--- src/rtl/temporizador_mmio.sv ---
// -----------------------------------------------------------------------------
// temporizador_mmio
//
// Memory-mapped timer peripheral. It answers CPU accesses in a 16-byte window
// starting at BASE and provides a prescaled 32-bit down-counter with load,
// auto-reload, a sticky expiry flag and a level interrupt.
//
// Register map (word index = endereco[3:2], endereco[1:0] ignored):
//   0 CTRL   RW  bit0 EN, bit1 AUTO, bit2 IE, other bits read 0
//   1 LOAD   RW  32-bit reload value
//   2 COUNT  RW  live count; a write also restarts the prescaler
//   3 STATUS     bit0 EXP, sticky; write 1 to clear, write 0 has no effect
//
// Parameters:
//   BASE   byte address of register 0, must be 16-byte aligned
//   PRESC  clock cycles per counter tick, 1..65535
//
// Ports:
//   clock       single clock, all state changes on the rising edge
//   reset       synchronous, active-high
//   endereco    byte address from the CPU
//   indata      write data from the CPU
//   lerMem      read strobe, one cycle per access
//   escMem      write strobe, one cycle per access
//   output_mem  registered read data, zero when no response is pending
//   acerto      registered, high in the cycle read data is valid
//   irq         registered interrupt request, EXP & IE
// -----------------------------------------------------------------------------
module temporizador_mmio #(
   parameter logic [31:0] BASE  = 32'hFFFF_0000,
   parameter int unsigned PRESC = 4
) (
   input  logic        clock,
   input  logic        reset,
   input  logic [31:0] endereco,
   input  logic [31:0] indata,
   input  logic        lerMem,
   input  logic        escMem,
   output logic [31:0] output_mem,
   output logic        acerto,
   output logic        irq
);

   typedef enum logic [1:0] {
      REG_CTRL   = 2'd0,
      REG_LOAD   = 2'd1,
      REG_COUNT  = 2'd2,
      REG_STATUS = 2'd3
   } reg_idx_t;

   // Last prescaler value before it wraps and emits a tick.
   localparam logic [15:0] PRESC_LAST = 16'(PRESC - 1);

   // ---------------------------------------------------------------------------
   // Architectural state
   // ---------------------------------------------------------------------------
   logic        en;
   logic        auto_rl;
   logic        ie;
   logic [31:0] load_q;
   logic [31:0] count_q;
   logic [15:0] presc_q;
   logic        exp_q;

   // ---------------------------------------------------------------------------
   // Address decode
   // ---------------------------------------------------------------------------
   logic     sel;
   reg_idx_t idx;
   logic     wr;
   logic     rd;
   logic     wr_ctrl;
   logic     wr_load;
   logic     wr_count;
   logic     wr_status;
   logic     unused_addr_bits;

   assign sel = (endereco[31:4] == BASE[31:4]);
   assign idx = reg_idx_t'(endereco[3:2]);
   assign wr  = sel & escMem;
   // A simultaneous write takes the access; the read is dropped.
   assign rd  = sel & lerMem & ~escMem;

   assign wr_ctrl   = wr & (idx == REG_CTRL);
   assign wr_load   = wr & (idx == REG_LOAD);
   assign wr_count  = wr & (idx == REG_COUNT);
   assign wr_status = wr & (idx == REG_STATUS);

   // Byte offset within a word carries no meaning for this block.
   assign unused_addr_bits = ^endereco[1:0];

   // ---------------------------------------------------------------------------
   // Tick and expiry
   // ---------------------------------------------------------------------------
   logic tick;
   logic tick_eff;
   logic expire;

   assign tick     = en & (presc_q == PRESC_LAST);
   // A COUNT write in the tick cycle owns the counter: the tick is discarded.
   assign tick_eff = tick & ~wr_count;
   // Count never goes below zero, so a tick at 1 or 0 is the expiry event.
   assign expire   = tick_eff & (count_q <= 32'd1);

   // ---------------------------------------------------------------------------
   // Next-state logic
   // ---------------------------------------------------------------------------
   logic        en_d;
   logic        auto_d;
   logic        ie_d;
   logic [31:0] load_d;
   logic [31:0] count_d;
   logic [15:0] presc_d;
   logic        exp_d;

   always_comb begin
      // NOTE: every output of a combinational block gets a default first so
      // that no path leaves it unassigned, which would infer a latch.
      en_d    = en;
      auto_d  = auto_rl;
      ie_d    = ie;
      load_d  = load_q;
      count_d = count_q;
      presc_d = presc_q + 16'd1;
      exp_d   = exp_q;

      // Prescaler restarts on disable, on any CTRL or COUNT write, and on wrap.
      if (!en || wr_ctrl || wr_count || tick) begin
         presc_d = 16'd0;
      end

      if (wr_count) begin
         count_d = indata;
      end else if (tick_eff) begin
         if (count_q > 32'd1) begin
            count_d = count_q - 32'd1;
         end else if (auto_rl) begin
            count_d = load_q;
         end else begin
            count_d = 32'd0;
         end
      end

      // A CTRL write in the same cycle as a one-shot expiry keeps the written EN.
      if (wr_ctrl) begin
         en_d   = indata[0];
         auto_d = indata[1];
         ie_d   = indata[2];
      end else if (expire && !auto_rl) begin
         en_d = 1'b0;
      end

      if (wr_load) begin
         load_d = indata;
      end

      // Set beats clear when both happen in the same cycle.
      if (expire) begin
         exp_d = 1'b1;
      end else if (wr_status && indata[0]) begin
         exp_d = 1'b0;
      end
   end

   // ---------------------------------------------------------------------------
   // Read mux: values are the pre-edge register contents of the strobe cycle.
   // ---------------------------------------------------------------------------
   logic [31:0] rd_data;

   always_comb begin
      rd_data = 32'd0;
      unique case (idx)
         REG_CTRL:   rd_data = {29'd0, ie, auto_rl, en};
         REG_LOAD:   rd_data = load_q;
         REG_COUNT:  rd_data = count_q;
         REG_STATUS: rd_data = {31'd0, exp_q};
         default:    rd_data = 32'd0;
      endcase
   end

   // ---------------------------------------------------------------------------
   // State registers
   // ---------------------------------------------------------------------------
   always_ff @(posedge clock) begin
      // NOTE: sequential state uses non-blocking assignments so every register
      // samples pre-edge values regardless of statement order.
      if (reset) begin
         en         <= 1'b0;
         auto_rl    <= 1'b0;
         ie         <= 1'b0;
         load_q     <= 32'd0;
         count_q    <= 32'd0;
         presc_q    <= 16'd0;
         exp_q      <= 1'b0;
         output_mem <= 32'd0;
         acerto     <= 1'b0;
         irq        <= 1'b0;
      end else begin
         en         <= en_d;
         auto_rl    <= auto_d;
         ie         <= ie_d;
         load_q     <= load_d;
         count_q    <= count_d;
         presc_q    <= presc_d;
         exp_q      <= exp_d;
         output_mem <= rd ? rd_data : 32'd0;
         acerto     <= rd;
         // irq follows EXP & IE one cycle later.
         irq        <= exp_q & ie;
      end
   end

endmodule

--- config.mk ---
export PLATFORM = sky130hd
export DESIGN_NAME = temporizador_mmio
export DESIGN_NICKNAME = d
export VERILOG_FILES = /design/src/rtl/temporizador_mmio.sv
export SDC_FILE = /design/constraint.sdc
export NUM_CORES = 1
export LEC_CHECK = 0
export CAP_MARGIN = 20
export CORE_UTILIZATION = 40
export DETAILED_ROUTE_END_ITERATION = 6
export GPL_ROUTABILITY_DRIVEN = 0
export PLACE_DENSITY = 0.65
export SYNTH_ARGS = -nofsm -noshare
export SYNTH_HDL_FRONTEND = slang
export SYNTH_SLANG_ARGS = --single-unit
--- constraint.sdc ---
create_clock -name clock -period 3.43 [get_ports clock]
set_clock_uncertainty 0.15 [all_clocks]
set_input_delay 0.5145 -clock clock [delete_from_list [all_inputs] [get_ports clock]]
set_output_delay 0.5145 -clock clock [all_outputs]
set_load 0.03 [all_outputs]
==> results of run 1 <==
==> kinds of logic (layout without fill, tap and decap cells) <==
kind of cell               Yosys count  count (layout)  synth area share (%)
DFF                                118             118                 41.49
AOI/OAI and AO/OA                  159             159                 18.55
and+or+nand+nor                    338             338                 29.44
xor gates and xnor gates            25              25                 3.845
adders and majority gates            3               3                0.6593
muxes                                8               8                 1.670
buffers and inverters               57             171                 4.351
==> sequential cells by signal (all words and copies together) (netlist names), 16 cells and up <==
signal,cells
load_q,32
count_q,32
presc_q,16
output_mem,32
==> layout make-up <==
class	instances	share of cell area, %
multi-input cells	533	40.63
flip-flops and latches	118	31.04
repair buffers	132	16.38
clock buffers	23	6.412
well taps	180	2.960
clock inverters	9	2.236
inverters	7	0.3453
==> layer usage <==
metal  share of wire, %  vias to the layer above  GRT usage [%]
met5                  0                        -              0
met4                2.0                        0          9.799
met3                7.6                       31          5.404
met2                 46                      242          38.81
met1                 44                     2733          31.96
li1                   -                     2767              -
==> power by group through the flow <==
| stage | Combinational (mW) | Clock [mW] | Sequential [mW] |
|---|---|---|---|
| global placement | 0.125 | 0 | 1.40 |
| floorplan | 0.0292 | 0 | 1.40 |
| detailed placement | 0.127 | 0 | 1.40 |
| CTS | 0.128 | 2.00 | 1.37 |
| global route | 0.136 | 2.07 | 1.37 |
| finish | 0.128 | 1.97 | 1.37 |
==> cells in the final DEF (no fill, tap or decap), types with 3 or more instances in the layout <==
cell type and n:
inv_1 7, a21boi_0 4, a22oi_1 32, and4_1 4, o21ai_0 15, o21a_1 3, xnor2_1 11, clkbuf_16 17
dfxtp_1 118, nor4_1 19, ha_1 3, clkinv_2 4, clkdlybuf4s50_1 98, a211oi_1 5, o22ai_1 6, nor3_1 32
a311oi_1 12, xor2_1 14, mux2i_1 5, a311o_1 4, o31ai_1 5, nor4_4 3, or3_1 6, and3_1 10
nand4_1 18, clkbuf_8 4, nor2_1 103, bufinv_16 5, nand2_1 101, nand3_1 16, a21oi_1 58, buf_4 32
or4_1 7, nor2b_2 3
==> critical path: stages (launching register included) <==
cell and delay, ns:
dfxtp_1 0.35, nor3_1 0.55, nand2_1 0.33, nor4_2 0.78, nand2_1 0.20, a311oi_1 0.39, a211oi_1 0.12
==> final timing paths <==
| kind | endpoint | slack [ns] | cells past startpoint |
|---|---|---|---|
| setup / recovery | count_q[15]$_SDFFE_PP0P_ | 0.41 | 6 |
| hold / removal | load_q[7]$_SDFFE_PP0P_ | 0.32 | 2 |
| setup reg to reg | count_q[15]$_SDFFE_PP0P_ | 0.41 | 6 |
| hold reg to reg | load_q[7]$_SDFFE_PP0P_ | 0.32 | 2 |
==> metrics by stage <==
step | util [%] | std cells
after floorplan | - | 708
after global placement | 50.08 | 970
after detailed placement | 50.08 | 970
after CTS | 54.82 | 1002
after global routing | 54.82 | 1002
final | 54.82 | 1002
==> run summary, run 1 <==
Status: finished, final reports clean
Design Area, Final: 7610 um2
Routed len/inst: 16.99 um
Hold Path Origin: load_q[7]$_SDFFE_PP0P_
Area of the multi-input gates: 3092 um2
CTS tree: yes
CP Max Fanout: 7
Top post-synthesis cells by area: dfxtp_1 (41%), nor2_1 (6.8%), nand2_1 (6.7%)
F_max: 0.3314 GHz
Worst Setup Slack post-DPL: 0.1831 ns
Top-area cell type share of the netlist area: 41.49%
Nature of the critical path endpoint: flip-flop
Sink Count: 118
Internal Power: 2.805 mW
Synthesized Nets: 779
Most common cell in the netlist: dfxtp_1
Antenna Cells: 0
Share of cells above drive strength 1: 10.22%
Synth Register Bits: 118
Crit path from: count_q[5]$_SDFFE_PP0P_
Final hold slack: 0.3178 ns
Global-route wire length before repair: 27900 um
Worst-Skew Late Latency: 0.42 ns
Slew Limit Fails: 0
Effective utilization at floorplan: 41.02%
Total GRT Usage: 24.44%
CTS H-tree lvls: 4
Unrepaired setup endpoints after global routing: false
Max cap viols: 0
Ys async rst share: 0%
Port Buffers: 99
Placement row count: 43
Yosys warnings: 0
Required time of the critical path: 3.54 ns
Number of fill cells: 1282
Total CTS buffers: 17
Post-synthesis sequential area ratio: 41.49%
Fin crit period: 3.018 ns
Final setup fails: 0
Vias in the first global route: 5524
Clock transition at path regs: 0.05 ns
Net Sw Frac: 19.25%
HPWL after DPL: 11740 um
Nets: 880
Register area: 2362 um2
Syn avg cell area: 8.043 um2
CTS Hold Bufs: 0
CTS max path bufs: 2
Power density over the cells: 456.5 nW/um2
Hold Vio Cnt, Final: 0
Switching pwr: 0.6687 mW
Clock share of power: 56.8%
Drt total wl: 17020 um
Combinational power share: 3.7%
Setup fix buffers added after clock tree synthesis: 0
Largest net degree at the start of global routing: 43
Drt first pass iters: 6
Number of synthesized flops with an enable pin: 0
Routed via count: 5773
Netlist Area Pre-Place: 5694 um2
Final ANT Viol Nets: 0
Initial antenna violation count: 0
Core region area: 13880 um2
Min-Delay Path Class: flip-flop to flip-flop
Placement Cell Area: 6952 um2
Root buffer cell: clkbuf_16
# IOs: 102
Design Power: 3.474 mW
Dominant synthesized flop cell: dfxtp_1
R2r startpoint: count_q[5]$_SDFFE_PP0P_
Slew HR: 42.62%
Die ar.: 14720 um2
Total negative setup slack: 0 ns
Die Y: 121.3 um
Netlist cell types: 58
Total congestion overflow: 0
Final cycle utilization of the critical path: 87.98%
Worst slew pin tran: 0.8607 ns
Crit path arrival time: 3.13 ns
Die width: 121.3 um
Drc violations: 0
Final worst slack: 0.4124 ns
Synth area leader: dfxtp_1
Setup CP Type: flip-flop to flip-flop
DR iter-0 viols: 432
P_leak: 2.727 nW
Startpoint types: flip-flop
CTS resizes: 0
Cells after synthesis: 708
VDD IR-drop max: 0.3027 mV
Register share of total power: 39.5%
Synth-to-layout area growth: 33.64%
Synth cell count leaders: dfxtp_1 (118), nor2_1 (103), nand2_1 (101)
DR vias/cell: 5.761
No activity file was read; power rests on OpenSTA's default activity.
==> inputs of run 2 (changes only) <==
Settings changed: CTS_CLUSTER_SIZE set to 28.
==> results of run 2 <==
No change in the layout: final DEF, timing and power equal those of run 1.
==> inputs of run 3 (changes only) <==
Settings changed: CORE_UTILIZATION 40 to 25, PLACE_DENSITY 0.65 to 0.45, TNS_END_PERCENT set to 20.
==> run 3 against run 2 <==
Clock power shrank 5%; count of clock-buffer cells in the layout shrank 2; global-route usage shrank 7.6 points; worst setup slack gained 0.15 ns; sequential share of layout area shrank 0.51 points; hold slack lost 0.0076 ns; cell area grew 1.7%; non-clock buffer count grew 4; first-iteration DRC count shrank 23%; wire length grew 12%; largest cell class unchanged; combinational power grew 5%.
==> run summary, run 3 (same netlist as run 1, synthesis figures left out) <==
Worst Setup Slack post-DPL: 0.1275 ns (-0.05560 ns)
R2r endpoint: count_q[4]$_SDFFE_PP0P_
Clock transition at path regs: 0.06 ns (about the same)
Unrepaired setup endpoints after global routing: false
Final core occ: 35.02% (-20 points)
Met2 Routed Length: 8580 um (+9.1%)
Antenna Cells: 0 (unchanged)
Status: finished, final reports clean
Power density over the cells: 436.7 nW/um2 (-4.3%)
Sink Count: 118 (unchanged)
CTS tree: yes
Slew HR: 32.01% (-11 points)
Worst slew pin tran: 1.020 ns (+0.1592 ns)
P_leak: 2.735 nW (+0.29%)
Startpoint types: input port
Max cap viols: 0 (unchanged)
Clock share of power: 55.4% (-1.4 points)
Slew Limit Fails: 0 (unchanged)
Drt total wl: 19150 um (+12%)
Most frequent cells in the layout: dfxtp_1 (118), nor2_1 (103), nand2_1 (101), clkdlybuf4s50_1 (98), a21oi_1 (58)
Met1 wire length: 9448 um (+25%)
Root buffer cell: clkbuf_16
Nature of the critical path endpoint: flip-flop
Die Y: 152.9 um (+26%)
Hold Path Origin: presc_q[0]$_SDFF_PP0_
Final worst slack: 0.5652 ns (+0.1528 ns)
Number of fill cells: 2305 (+80%)
VDD IR-drop max: 0.2642 mV (-13%)
Setup fix buffers added after clock tree synthesis: 0 (unchanged)
Routed via count: 5575 (-3.4%)
Share of cells above drive strength 1: 10.53% (+0.31 points)
WHS Endpoint: presc_q[0]$_SDFF_PP0_
CTS max path bufs: 2 (unchanged)
Die width: 152.9 um (+26%)
CTS Hold Bufs: 0 (unchanged)
Placement row count: 54 (+26%)
Largest net degree at the start of global routing: 47 (+9.3%)
Met3 wire length: 892 um (-31%)
Hold Vio Cnt, Final: 0 (unchanged)
Global-route wire length before repair: 30660 um (+9.9%)
R2r startpoint: count_q[26]$_SDFFE_PP0P_
HPWL after DPL: 12970 um (+10%)
Die ar.: 23380 um2 (+59%)
Drt first pass iters: 4 (-2)
Required time of the critical path: 3.60 ns (+0.06 ns)
DR vias/cell: 5.041 (-13%)
Total negative setup slack: 0 ns (unchanged)
Net Sw Frac: 20.95% (+1.7 points)
Total CTS buffers: 17 (unchanged)
Effective utilization at floorplan: 25.77% (-15 points)
Vias in the first global route: 5446 (-1.4%)
Most common cell after layout, fill and taps aside: dfxtp_1
# IOs: 102 (unchanged)
Crit path max-delay family: simple AND/OR/NAND/NOR gates
Total GRT Usage: 16.82% (-7.6 points)
Final setup fails: 0 (unchanged)
Reg2Reg Setup Slack: 0.67 ns (+0.26 ns)
F_max: 0.3491 GHz (+5.3%)
Total congestion overflow: 0 (unchanged)
Min-Delay Path Class: flip-flop to flip-flop
Slowest stage delay, CP: 0.54 ns (-0.24 ns)
Switching pwr: 0.7080 mW (+5.9%)
Buf+Inv Stages, Crit Path: 2 (+2)
Register share of total power: 40.6% (+1.1 points)
Final ANT Viol Nets: 0 (unchanged)
Drc violations: 0 (unchanged)
Top Registers: count_q: 32 flops, load_q: 32 flops, output_mem: 32 flops
Final cycle utilization of the critical path: 83.52% (-4.5 points)
Crit path arrival time: 3.03 ns (-0.10 ns)
Nets: 884 (+0.45%)
CTS H-tree lvls: 4 (unchanged)
CP max stage cell: or4b_4
Worst hold stages: 1 (-1)
Internal Power: 2.671 mW (-4.8%)
Setup CP Type: input port to flip-flop
Core region area: 22090 um2 (+59%)
Combinational power share: 4.0% (+0.3 points)
CTS resizes: 0 (unchanged)
R2R cell count: 7 (+1)
Max Used Layer: met4
Routed len/inst: 17.31 um (+1.9%)
CP Cell Sequence: clkdlybuf4s50_1, or4b_4, nor4_4, and4_1, buf_12, nor2_1, a32o_1
Synth-to-layout area growth: 35.88%
CP Max Fanout: 24 (+17)
Port Buffers: 99 (unchanged)
DR iter-0 viols: 333 (-23%)
Fin crit period: 2.865 ns (-0.1528 ns)
Initial antenna violation count: 0 (unchanged)
Worst-Skew Late Latency: 0.43 ns (about the same)
[run 3: cell count changes in the layout (fill, tap and decap cells not counted)]
cell	before	now
buf_12	1	3
buf_4	32	34
bufinv_16	5	4
clkbuf_1	2	3
clkbuf_8	4	1
clkinv_2	4	7
[run 3: per-layer routing]
metal	up-vias	track usage, %
met1	2639	23.10
li1	2775	-
met5	-	0
met3	14	3.317
met2	147	26.30
met4	0	5.532
[run 3: power by group through the flow]
stage | sequential, mW | clock [mW] | combinational [mW]
2_1_floorplan | 1.40 | 0 | 0.0292
3_3_place_gp | 1.40 | 0 | 0.135
3_5_place_dp | 1.40 | 0 | 0.135
4_1_cts | 1.37 | 1.92 | 0.135
5_1_grt | 1.37 | 1.97 | 0.143
6_report | 1.37 | 1.87 | 0.135
[run 3: metrics by stage]
| stage | instances | hold WS, ns | total power [mW] | cell area, um2 |
|---|---|---|---|---|
| global route | 1106 | 0.3390 | 3.482 | 7737 |
| floorplan | 708 | 0.2760 | 1.430 | 5694 |
| global placement | 1074 | 0.2925 | 1.536 | 7132 |
| CTS | 1106 | 0.3171 | 3.423 | 7737 |
| detailed placement | 1074 | 0.3047 | 1.535 | 7132 |
| finish | 1106 | 0.3102 | 3.379 | 7737 |
[run 3: cell type report]
| type | instances | area (um2) | area share [%] |
|---|---|---|---|
| multi-input cells | 533 | 3092 | 39.96 |
| clock inverters | 11 | 155.1 | 2.005 |
| clock buffers | 21 | 450.4 | 5.821 |
| flip-flops and latches | 118 | 2362 | 30.53 |
| inverters | 7 | 26.28 | 0.3396 |
| well taps | 280 | 350.3 | 4.528 |
| repair buffers | 136 | 1301 | 16.82 |
[run 3: worst max path at each step]
stage,start,end,slack (ns),cells past startpoint
global route,count_q[26]$_SDFFE_PP0P_,count_q[4]$_SDFFE_PP0P_,0.44,7
floorplan,endereco[13],count_q[26]$_SDFFE_PP0P_,0.85,7
global placement,endereco[13],count_q[8]$_SDFFE_PP0P_,0.14,7
detailed placement,endereco[13],count_q[8]$_SDFFE_PP0P_,0.13,7
finish,endereco[13],count_q[8]$_SDFFE_PP0P_,0.57,7
CTS,endereco[13],count_q[8]$_SDFFE_PP0P_,0.57,7
